==> config.mk <==
export PLATFORM = sky130hd
export DESIGN_NAME = caxi4interconnect_write_data_pop_controller_flat
export DESIGN_NICKNAME = d
export VERILOG_FILES = /design/src/rtl/caxi4interconnect_write_data_pop_controller_if.sv /design/src/rtl/caxi4interconnect_write_data_pop_controller.sv /design/src/flat_wrapper.sv
export SDC_FILE = /design/constraint.sdc
export NUM_CORES = 1
export LEC_CHECK = 0
export BUFFER_PORTS_ARGS = -buffer_cell sky130_fd_sc_hd__buf_2
export CAP_MARGIN = 20
export CORE_MARGIN = 5
export CORE_UTILIZATION = 45
export CTS_CLUSTER_DIAMETER = 60
export CTS_CLUSTER_SIZE = 40
export DETAILED_ROUTE_END_ITERATION = 16
export PLACE_DENSITY = 0.66
export SLEW_MARGIN = 20
export SYNTH_ARGS = -nofsm -noshare
export SYNTH_HDL_FRONTEND = slang
export SYNTH_SLANG_ARGS = --single-unit
==> constraint.sdc <==
create_clock -name sysClk -period 3.4 [get_ports sysClk]
set_input_delay 0.17 -clock sysClk [delete_from_list [all_inputs] [get_ports sysClk]]
set_output_delay 0.17 -clock sysClk [all_outputs]
set_load 0.02 [all_outputs]
==> src/rtl/caxi4interconnect_write_data_pop_controller_if.sv <==
// Write-data pop controller bundle: AW grant push, master W handshake,
// slave W steering and the transaction-pop / WLAST-error indications.
interface caxi4interconnect_write_data_pop_controller_if #(
  parameter int NUM_SLAVES       = 4,
  parameter int NUM_SLAVES_WIDTH = 2,
  parameter int MASTERID_WIDTH   = 4,
  parameter int LEN_WIDTH        = 8
);
  logic                        awPush;
  logic [MASTERID_WIDTH-1:0]   awPushID;
  logic [NUM_SLAVES_WIDTH-1:0] awPushSlaveID;
  logic [LEN_WIDTH-1:0]        awPushLen;
  logic                        awFull;
  logic                        mstWValid;
  logic                        mstWLast;
  logic                        mstWReady;
  logic [NUM_SLAVES-1:0]       slvWValid;
  logic [NUM_SLAVES-1:0]       slvWReady;
  logic                        slvWLast;
  logic [NUM_SLAVES_WIDTH-1:0] wSelSlaveID;
  logic [MASTERID_WIDTH-1:0]   currDataTransID;
  logic                        openTransDec;
  logic                        lastErrPulse;
  logic                        lastErrSticky;

  // The pop controller itself.
  modport slave (
    input  awPush, awPushID, awPushSlaveID, awPushLen,
    input  mstWValid, mstWLast, slvWReady,
    output awFull, mstWReady, slvWValid, slvWLast, wSelSlaveID,
    output currDataTransID, openTransDec, lastErrPulse, lastErrSticky
  );

  // Whatever drives grants and W traffic into the controller.
  modport master (
    output awPush, awPushID, awPushSlaveID, awPushLen,
    output mstWValid, mstWLast, slvWReady,
    input  awFull, mstWReady, slvWValid, slvWLast, wSelSlaveID,
    input  currDataTransID, openTransDec, lastErrPulse, lastErrSticky
  );
endinterface

==> src/rtl/caxi4interconnect_write_data_pop_controller.sv <==
// Completion side of per-master open-transaction bookkeeping: queues granted
// write addresses in order, steers the master W channel to the granted
// slave, counts beats against AWLEN, pops the transaction on its last beat
// and flags master WLAST that disagrees with AWLEN.
module caxi4interconnect_write_data_pop_controller #(
  parameter int NUM_SLAVES       = 4,
  parameter int NUM_SLAVES_WIDTH = 2,
  parameter int MASTERID_WIDTH   = 4,
  parameter int LEN_WIDTH        = 8,
  parameter int FIFO_DEPTH       = 4,
  parameter int FIFO_DEPTH_WIDTH = 2
) (
  input  logic sysClk,
  input  logic sysReset,
  caxi4interconnect_write_data_pop_controller_if.slave bus
);

  localparam int CNT_W = FIFO_DEPTH_WIDTH + 1;

  // Address queue storage and pointers.
  logic [MASTERID_WIDTH-1:0]   r_id_mem  [FIFO_DEPTH];
  logic [NUM_SLAVES_WIDTH-1:0] r_slv_mem [FIFO_DEPTH];
  logic [LEN_WIDTH-1:0]        r_len_mem [FIFO_DEPTH];
  logic [FIFO_DEPTH_WIDTH-1:0] r_wr_ptr;
  logic [FIFO_DEPTH_WIDTH-1:0] r_rd_ptr;
  logic [CNT_W-1:0]            r_count;
  logic                        r_aw_full;

  // Burst progress and completion/error indications.
  logic [LEN_WIDTH-1:0]        r_beat_cnt;
  logic                        r_pop;
  logic [MASTERID_WIDTH-1:0]   r_curr_id;
  logic                        r_err_pulse;
  logic                        r_err_sticky;

  // Head-of-queue view and W handshake decode.
  logic                        w_head_valid;
  logic [MASTERID_WIDTH-1:0]   w_head_id;
  logic [NUM_SLAVES_WIDTH-1:0] w_head_slv;
  logic [LEN_WIDTH-1:0]        w_head_len;
  logic [NUM_SLAVES-1:0]       w_slv_wvalid;
  logic                        w_mst_wready;
  logic                        w_slv_wlast;
  logic                        w_beat;
  logic                        w_last_beat;
  logic                        w_push;
  logic [CNT_W-1:0]            w_count_nxt;

  // Head decode, W steering and beat qualification.
  always_comb begin
    // NOTE: every output of this block is given a default first so that no
    // path leaves it unassigned, which would otherwise infer a latch.
    w_head_valid = (r_count != '0);
    w_head_id    = '0;
    w_head_slv   = '0;
    w_head_len   = '0;
    if (w_head_valid) begin
      w_head_id  = r_id_mem[r_rd_ptr];
      w_head_slv = r_slv_mem[r_rd_ptr];
      w_head_len = r_len_mem[r_rd_ptr];
    end

    w_slv_wvalid = '0;
    for (int k = 0; k < NUM_SLAVES; k++) begin
      w_slv_wvalid[k] = w_head_valid & bus.mstWValid &
                        (w_head_slv == NUM_SLAVES_WIDTH'(k));
    end

    // W data arriving ahead of its AW entry stalls here.
    w_mst_wready = w_head_valid & bus.slvWReady[w_head_slv];
    // WLAST to the slave comes from AWLEN, never from the master.
    w_slv_wlast  = w_head_valid & (r_beat_cnt == w_head_len);
    w_beat       = bus.mstWValid & w_mst_wready;
    w_last_beat  = w_beat & w_slv_wlast;

    // A push while full is dropped even if a pop frees a slot this cycle.
    w_push       = bus.awPush & ~r_aw_full;
    w_count_nxt  = r_count + CNT_W'(w_push) - CNT_W'(w_last_beat);
  end

  // Entry storage written on every accepted push.
  always_ff @(posedge sysClk) begin
    // NOTE: the storage array is deliberately not reset; entries are only
    // ever read while counted valid, so clearing them would add nothing.
    if (w_push) begin
      r_id_mem[r_wr_ptr]  <= bus.awPushID;
      r_slv_mem[r_wr_ptr] <= bus.awPushSlaveID;
      r_len_mem[r_wr_ptr] <= bus.awPushLen;
    end
  end

  // Queue pointers, occupancy and full flag.
  always_ff @(posedge sysClk) begin
    // NOTE: state registers use non-blocking assignment so every register
    // samples the pre-edge values regardless of statement order.
    if (!sysReset) begin
      r_wr_ptr  <= '0;
      r_rd_ptr  <= '0;
      r_count   <= '0;
      r_aw_full <= 1'b0;
    end else begin
      if (w_push)      r_wr_ptr <= r_wr_ptr + FIFO_DEPTH_WIDTH'(1);
      if (w_last_beat) r_rd_ptr <= r_rd_ptr + FIFO_DEPTH_WIDTH'(1);
      r_count   <= w_count_nxt;
      r_aw_full <= (w_count_nxt == CNT_W'(FIFO_DEPTH));
    end
  end

  // Beat counter within the head burst; restarts on every last beat.
  always_ff @(posedge sysClk) begin
    if (!sysReset) begin
      r_beat_cnt <= '0;
    end else if (w_last_beat) begin
      r_beat_cnt <= '0;
    end else if (w_beat) begin
      r_beat_cnt <= r_beat_cnt + LEN_WIDTH'(1);
    end
  end

  // Pop pulse with the completed ID; the ID holds until the next pop.
  always_ff @(posedge sysClk) begin
    if (!sysReset) begin
      r_pop     <= 1'b0;
      r_curr_id <= '0;
    end else begin
      r_pop <= w_last_beat;
      if (w_last_beat) r_curr_id <= w_head_id;
    end
  end

  // WLAST mismatch detection: one-cycle pulse plus sticky flag.
  always_ff @(posedge sysClk) begin
    if (!sysReset) begin
      r_err_pulse  <= 1'b0;
      r_err_sticky <= 1'b0;
    end else begin
      r_err_pulse <= w_beat & (bus.mstWLast != w_slv_wlast);
      if (w_beat && (bus.mstWLast != w_slv_wlast)) r_err_sticky <= 1'b1;
    end
  end

  assign bus.awFull          = r_aw_full;
  assign bus.mstWReady       = w_mst_wready;
  assign bus.slvWValid       = w_slv_wvalid;
  assign bus.slvWLast        = w_slv_wlast;
  assign bus.wSelSlaveID     = w_head_slv;
  assign bus.currDataTransID = r_curr_id;
  assign bus.openTransDec    = r_pop;
  assign bus.lastErrPulse    = r_err_pulse;
  assign bus.lastErrSticky   = r_err_sticky;

endmodule

==> src/flat_wrapper.sv <==
// flat-port wrapper written by rule: the top's interface ports become plain ports
module caxi4interconnect_write_data_pop_controller_flat 
#(
  parameter int NUM_SLAVES       = 4,
  parameter int NUM_SLAVES_WIDTH = 2,
  parameter int MASTERID_WIDTH   = 4,
  parameter int LEN_WIDTH        = 8,
  parameter int FIFO_DEPTH       = 4,
  parameter int FIFO_DEPTH_WIDTH = 2
)
  (sysClk, sysReset, bus_awPush, bus_awPushID, bus_awPushSlaveID, bus_awPushLen, bus_mstWValid, bus_mstWLast, bus_slvWReady, bus_awFull, bus_mstWReady, bus_slvWValid, bus_slvWLast, bus_wSelSlaveID, bus_currDataTransID, bus_openTransDec, bus_lastErrPulse, bus_lastErrSticky);
  caxi4interconnect_write_data_pop_controller_if #(.NUM_SLAVES(NUM_SLAVES), .NUM_SLAVES_WIDTH(NUM_SLAVES_WIDTH), .MASTERID_WIDTH(MASTERID_WIDTH), .LEN_WIDTH(LEN_WIDTH)) bus_i ();
  input  logic sysClk;
  input  logic sysReset;
  input wire logic [$bits(bus_i.awPush)-1:0] bus_awPush;
  input wire logic [$bits(bus_i.awPushID)-1:0] bus_awPushID;
  input wire logic [$bits(bus_i.awPushSlaveID)-1:0] bus_awPushSlaveID;
  input wire logic [$bits(bus_i.awPushLen)-1:0] bus_awPushLen;
  input wire logic [$bits(bus_i.mstWValid)-1:0] bus_mstWValid;
  input wire logic [$bits(bus_i.mstWLast)-1:0] bus_mstWLast;
  input wire logic [$bits(bus_i.slvWReady)-1:0] bus_slvWReady;
  output wire logic [$bits(bus_i.awFull)-1:0] bus_awFull;
  output wire logic [$bits(bus_i.mstWReady)-1:0] bus_mstWReady;
  output wire logic [$bits(bus_i.slvWValid)-1:0] bus_slvWValid;
  output wire logic [$bits(bus_i.slvWLast)-1:0] bus_slvWLast;
  output wire logic [$bits(bus_i.wSelSlaveID)-1:0] bus_wSelSlaveID;
  output wire logic [$bits(bus_i.currDataTransID)-1:0] bus_currDataTransID;
  output wire logic [$bits(bus_i.openTransDec)-1:0] bus_openTransDec;
  output wire logic [$bits(bus_i.lastErrPulse)-1:0] bus_lastErrPulse;
  output wire logic [$bits(bus_i.lastErrSticky)-1:0] bus_lastErrSticky;
  assign bus_i.awPush = bus_awPush;
  assign bus_i.awPushID = bus_awPushID;
  assign bus_i.awPushSlaveID = bus_awPushSlaveID;
  assign bus_i.awPushLen = bus_awPushLen;
  assign bus_i.mstWValid = bus_mstWValid;
  assign bus_i.mstWLast = bus_mstWLast;
  assign bus_i.slvWReady = bus_slvWReady;
  assign bus_awFull = bus_i.awFull;
  assign bus_mstWReady = bus_i.mstWReady;
  assign bus_slvWValid = bus_i.slvWValid;
  assign bus_slvWLast = bus_i.slvWLast;
  assign bus_wSelSlaveID = bus_i.wSelSlaveID;
  assign bus_currDataTransID = bus_i.currDataTransID;
  assign bus_openTransDec = bus_i.openTransDec;
  assign bus_lastErrPulse = bus_i.lastErrPulse;
  assign bus_lastErrSticky = bus_i.lastErrSticky;
  caxi4interconnect_write_data_pop_controller #(.NUM_SLAVES(NUM_SLAVES), .NUM_SLAVES_WIDTH(NUM_SLAVES_WIDTH), .MASTERID_WIDTH(MASTERID_WIDTH), .LEN_WIDTH(LEN_WIDTH), .FIFO_DEPTH(FIFO_DEPTH), .FIFO_DEPTH_WIDTH(FIFO_DEPTH_WIDTH)) u_core (.sysClk(sysClk), .sysReset(sysReset), .bus(bus_i));
endmodule
# After elaboration in Yosys (flattened, before gate mapping)
# Memories as Yosys holds them, arrays and structs flattened. A register that Yosys moved wholly into a read port is not among the register bits.
# Cells that the tools add are included.
[op_classes] order_cmp=1 n_reduce_logical=5 addsub=5 n_eq_ne=6 muxes=10 n_bitwise=13
[op_table] cell="1-bit AND" count=11
[op_table] cell="2-bit 2-to-1 mux" count=5
[op_table] cell="8-bit by 1-bit adder with 8-bit output (second input constant)" count=1
[op_table] cell="8-bit == test" count=1
[op_table] cell="8-bit 2-to-1 mux" count=1
[op_table] cell="2-bit by 1-bit adder with 2-bit output (second input constant)" count=2
[op_table] cell="2-bit == test (second input constant)" count=2
[op_table] cell="3-bit by 1-bit adder with 3-bit output" count=1
[op_table] cell="3-bit == test (second input constant)" count=1
[op_table] cell="2-bit by 3-bit less-than comparator with 1-bit output (second input constant)" count=1
[op_table] cell="1-bit 2-to-1 mux" count=3
[op_table] cell="3-bit nonzero test" count=1
[op_table] cell="3-bit by 1-bit subtractor with 3-bit output" count=1
[op_table] cell="1-bit binary-select mux with 2-bit select" count=1
[op_table] cell="2-bit by 1-bit == test with 1-bit output (second input constant)" count=1
[op_table] cell="2-bit logical NOT" count=1
[op_table] cell="1-bit inverter" count=2
[op_table] cell="2-bit OR reduction" count=1
[op_table] cell="1-bit logical AND" count=1
[op_table] cell="1-bit logical NOT" count=1
[op_table] cell="1-bit inequality test" count=1
[word_totals] reg_bits=19 n_memories=3 wordCells=51 input_bits=23 ram_bits=56 output_inout_bits=16
[mem_list] memory="u_core.r_len_mem" words=4 word_bits=8 read_ports=1 rd_clocked_by_memory_dff=1 write_ports=1 line_no="caxi4interconnect_write_data_pop_controller.sv:23" text="logic [LEN_WIDTH-1:0] r_len_mem [FIFO_DEPTH];"
[mem_list] memory="u_core.r_id_mem" words=4 word_bits=4 read_ports=1 rd_clocked_by_memory_dff=1 write_ports=1 line_no="caxi4interconnect_write_data_pop_controller.sv:21" text="logic [MASTERID_WIDTH-1:0] r_id_mem [FIFO_DEPTH];"
[mem_list] memory="u_core.r_slv_mem" words=4 word_bits=2 read_ports=1 rd_clocked_by_memory_dff=1 write_ports=1 line_no="caxi4interconnect_write_data_pop_controller.sv:22" text="logic [NUM_SLAVES_WIDTH-1:0] r_slv_mem [FIFO_DEPTH];"

# Longest topological paths before layout
[depth] ltp_word=9 depth_mapped=15 depth_no_buf=14

# Worst setup path after synthesis
# OpenSTA, ideal clock, no wires.
[synth_path] path_kind="register -> register" start="register (tool-made name)" end="register u_core.r_aw_full, in the netlist u_core.bus.awFull" setup_ps=80 slack_ps=-76 arrival_time_ps=3396 stages_incl_launch_ff=16 synth_period_minus_slack_ps=3476 path_cell_list="dfxtp_1 buf_6 mux4_2 nor4b_2 a22oi_1 a2111oi_4 nand2_2 inv_2 ha_1 inv_1 ha_1 fa_1 xnor2_1 xnor2_1 and2_1 nor3b_1"
[synth_lines] element="end signal, assigned" line_no="caxi4interconnect_write_data_pop_controller.sv:105" text="r_aw_full <= (w_count_nxt == CNT_W'(FIFO_DEPTH));"
[synth_lines] element="end, declared" line_no="caxi4interconnect_write_data_pop_controller.sv:27" text="logic r_aw_full;"

==> flow_summary.yaml <==
clock_network:
  cts_tree: "built"
  clockBufferDepth: 2
  cts_buffers: 9
  clkSinkCount: 81
  cts-root-buf: "clkbuf_8"
  clkTransAtPathRegs_ns: 0.08
  cts_max_level: 3
  clk_latency_ns: 0.34
drt:
  drt_first_pass_iters: 4
  drcViolationCount: 0
  drt-initial-drc-count: 69
  wl_per_cell_um: 15.8
  via_per_inst: 5.15
  finalWirelength_mm: 6.21
  vias: 2018
  drtAntennaViolNets: 0
yosys:
  yosysSeqAreaShare: 0.629
  synth_edf_count: 56
  synth_cell_types: 45
  synth_area_per_cell_um2: 14.7
  synthesis.nets: 267
  async_flop_share: 0
  yosys_warnings: 0
  ys_seq_elements: 81
  netlist_instances: 236
  yosys_most_used_dff: "edfxtp_1"
  syn_area_um2: 3470
worst_setup_path:
  path_class: "register to register"
  critPathArrivalTime_ns: 3.54
  required_ns: 3.65
  cp-end-kind: "register"
  crit_fanout: 3
  cp-start-kind: "register"
timing:
  rsz0062_at_grt: "true"
  hold_viol: 0
  period_needed_ns: 3.29
  slew_viol_final: 0
  relSlewSlack: 0.482
  max_freq_mhz: 304
  setup_ws_ns: 0.106
  finalCritPeriodShare: 0.969
  tightest_slew_ns: 0.777
  skew_ns: 0.00818
  setup_viol: 0
placement:
  pre_cts_ws_ns: 0.00439
  hpwl_mm: 4.23
  port_buffers: 38
  gp_congestion: 0.712
power_and_ir_drop:
  cellLeakagePower_uw: 0.00149
  worst_ir_drop_vdd_uv: 257
  pwr_density_cell_nw_per_um2: 534
  power.total_uw: 2170
grt:
  grt_pass1_wl_mm: 9.99
  grt_use_total: 0.135
  grt_antenna_before_repair: 0
  grt_max_degree: 30
  grt_pass1_vias: 1942
  overflow: 0
final_layout:
  antenna_cells: 0
  nFillCells: 665
  layout-drive-gt1-share: 0.307
  area_growth_pct: 17.1
  nets: 316
floorplan:
  die_x_um: 97.8
  die_y_um: 97.8
  pin_count: 39
  die_area_um2: 9570
  row_count: 32
  initial_core_util: 0.456
  placeableCoreArea_um2: 7610
flow_run:
  drv_cap: 0
run_status:
  status: "finished clean"
min_path:
  hold_class: "input port to register"
[metrics by stage]
stage / TNS (ns) / hold WS [ns] / instances / instance area [µm²] / util
floorplan: -0.0390 / 0.269 / 236 / 3490 / -
global placement: 0 / 0.383 / 375 / 3820 / 0.502
detailed placement: 0 / 0.394 / 375 / 3820 / 0.502
CTS: 0 / 0.0207 / 391 / 4020 / 0.528
global route: -0.0693 / 0.0137 / 392 / 4060 / 0.534
finish: 0 / 0.0381 / 392 / 4060 / 0.534
[cells in the final DEF (no fill, tap or decap), types with 2 or more instances in the layout]
master / instances
nand3b_1: 2
xor2_1: 2
nor2_1: 10
and3_1: 3
mux4_2: 10
nand4_1: 2
buf_4: 9
nand4b_1: 5
inv_1: 9
nor3_1: 5
a21oi_1: 3
o21ai_0: 6
mux4_1: 4
and2_1: 9
a21o_1: 3
buf_2: 38
nand3_1: 4
mux2i_1: 6
edfxtp_1: 56
xnor2_1: 6
xnor2_2: 3
nand2_1: 19
o221ai_1: 3
clkbuf_8: 9
ha_1: 6
dfxtp_1: 23
or3_1: 4
clkinv_1: 2
[layout make-up]
class | count | area (µm²) | area share
well taps | 102 | 128 | 0.0314
clock buffers | 10 | 128 | 0.0314
flip-flops and latches | 81 | 2190 | 0.539
clock inverters | 6 | 58.8 | 0.0145
repair buffers | 48 | 273 | 0.0672
multi-input cells | 135 | 1250 | 0.308
inverters | 10 | 37.5 | 0.00924
[path summary, 6_finish.rpt]
kind / start / end / cells after the start / slack, ns
setup / recovery: register / u_core.bus.awFull / 15 / 0.11
hold / removal: bus_awPushLen[0] / u_core.r_len_mem[2][0] / 1 / 0.04
setup reg to reg: register / u_core.bus.awFull / 15 / 0.11
hold reg to reg: u_core.bus.currDataTransID[2] / u_core.bus.currDataTransID[2] / 2 / 0.46
[state kept, by name (all words and copies together) (netlist names), named ones only]
| register | cells |
|---|---|
| u_core.bus.awFull | 1 |
| u_core.bus.lastErrPulse | 1 |
| u_core.bus.openTransDec | 1 |
| u_core.bus.lastErrSticky | 1 |
| u_core.r_beat_cnt | 8 |
| u_core.r_id_mem | 16 |
| u_core.r_rd_ptr | 2 |
| u_core.bus.currDataTransID | 4 |
| u_core.r_count | 3 |
| u_core.r_slv_mem | 8 |
| u_core.r_wr_ptr | 2 |
| u_core.r_len_mem | 32 |
[kinds of logic after synthesis]
| logic type | count (synthesis) | share of synthesized area |
|---|---|---|
| DFF | 81 | 0.629 |
| and+or+nand+nor | 73 | 0.118 |
| AOI/OAI and AO/OA | 23 | 0.0512 |
| buffers and inverters | 20 | 0.0267 |
| muxes | 20 | 0.117 |
| xor gates and xnor gates | 11 | 0.0278 |
| adders and majority gates | 8 | 0.0310 |
[synthesized netlist by cell type, types with 2 or more instances]
master	count	area, µm²
edfxtp_1	56	1680
dfxtp_1	25	500
nand2_1	19	71.3
nor2_1	10	37.5
and2_1	9	56.3
inv_1	9	33.8
xnor2_1	9	78.8
mux4_1	8	210
ha_1	7	87.6
o21ai_0	7	35.0
mux2i_1	6	60.1
mux4_2	6	135
clkbuf_1	5	18.8
nand4b_1	5	43.8
nor3_1	5	25.0
nand3_1	4	20.0
or3_1	4	25.0
a21o_1	3	22.5
a21oi_1	3	15.0
and3_1	3	18.8
o221ai_1	3	26.3
buf_2	2	10.0
buf_6	2	22.5
nand3b_1	2	15.0
nand4_1	2	12.5
nor4b_1	2	17.5
xor2_1	2	17.5
[per-layer routing]
| layer | vias up | part of all wire | routed length (µm) | GRT usage |
|---|---|---|---|---|
| li1 | 988 | - | - | - |
| met1 | 989 | 0.46 | 2870 | 0.180 |
| met2 | 35 | 0.49 | 3020 | 0.208 |
| met3 | 6 | 0.038 | 233 | 0.0364 |
| met4 | 0 | 0.012 | 76 | 0.0607 |
| met5 | - | 0 | 0 | 0 |
[worst max-delay path: stages, from the launching register on]
cell and delay (ns):
dfxtp_4 0.38, buf_4 0.13, mux4_2 0.56, nor4b_4 0.25, a22oi_2 0.11, a2111oi_4 0.35, nand2_2 0.11, inv_2 0.07
ha_1 0.12, inv_1 0.04, ha_2 0.17, fa_2 0.35, xnor2_2 0.14, xnor2_1 0.12, and2_1 0.16, nor3b_2 0.14
[power breakdown]
| group | internal (µW) | switching (µW) | leakage (µW) | total [µW] |
|---|---|---|---|---|
| combinational | 142 | 200 | 0.000680 | 343 |
| sequential | 1130 | 31.3 | 0.000718 | 1160 |
| clock | 335 | 330 | 0.0000913 | 664 |
[what timing repair did]
item,CTS,global route
endpoints found under the setup margin,1,2
resized for setup,2,15
cloned,0,0
buffers inserted,0,1
pin swaps,0,7
hold buffers,0,0
(Power assumes the default switching activity.)
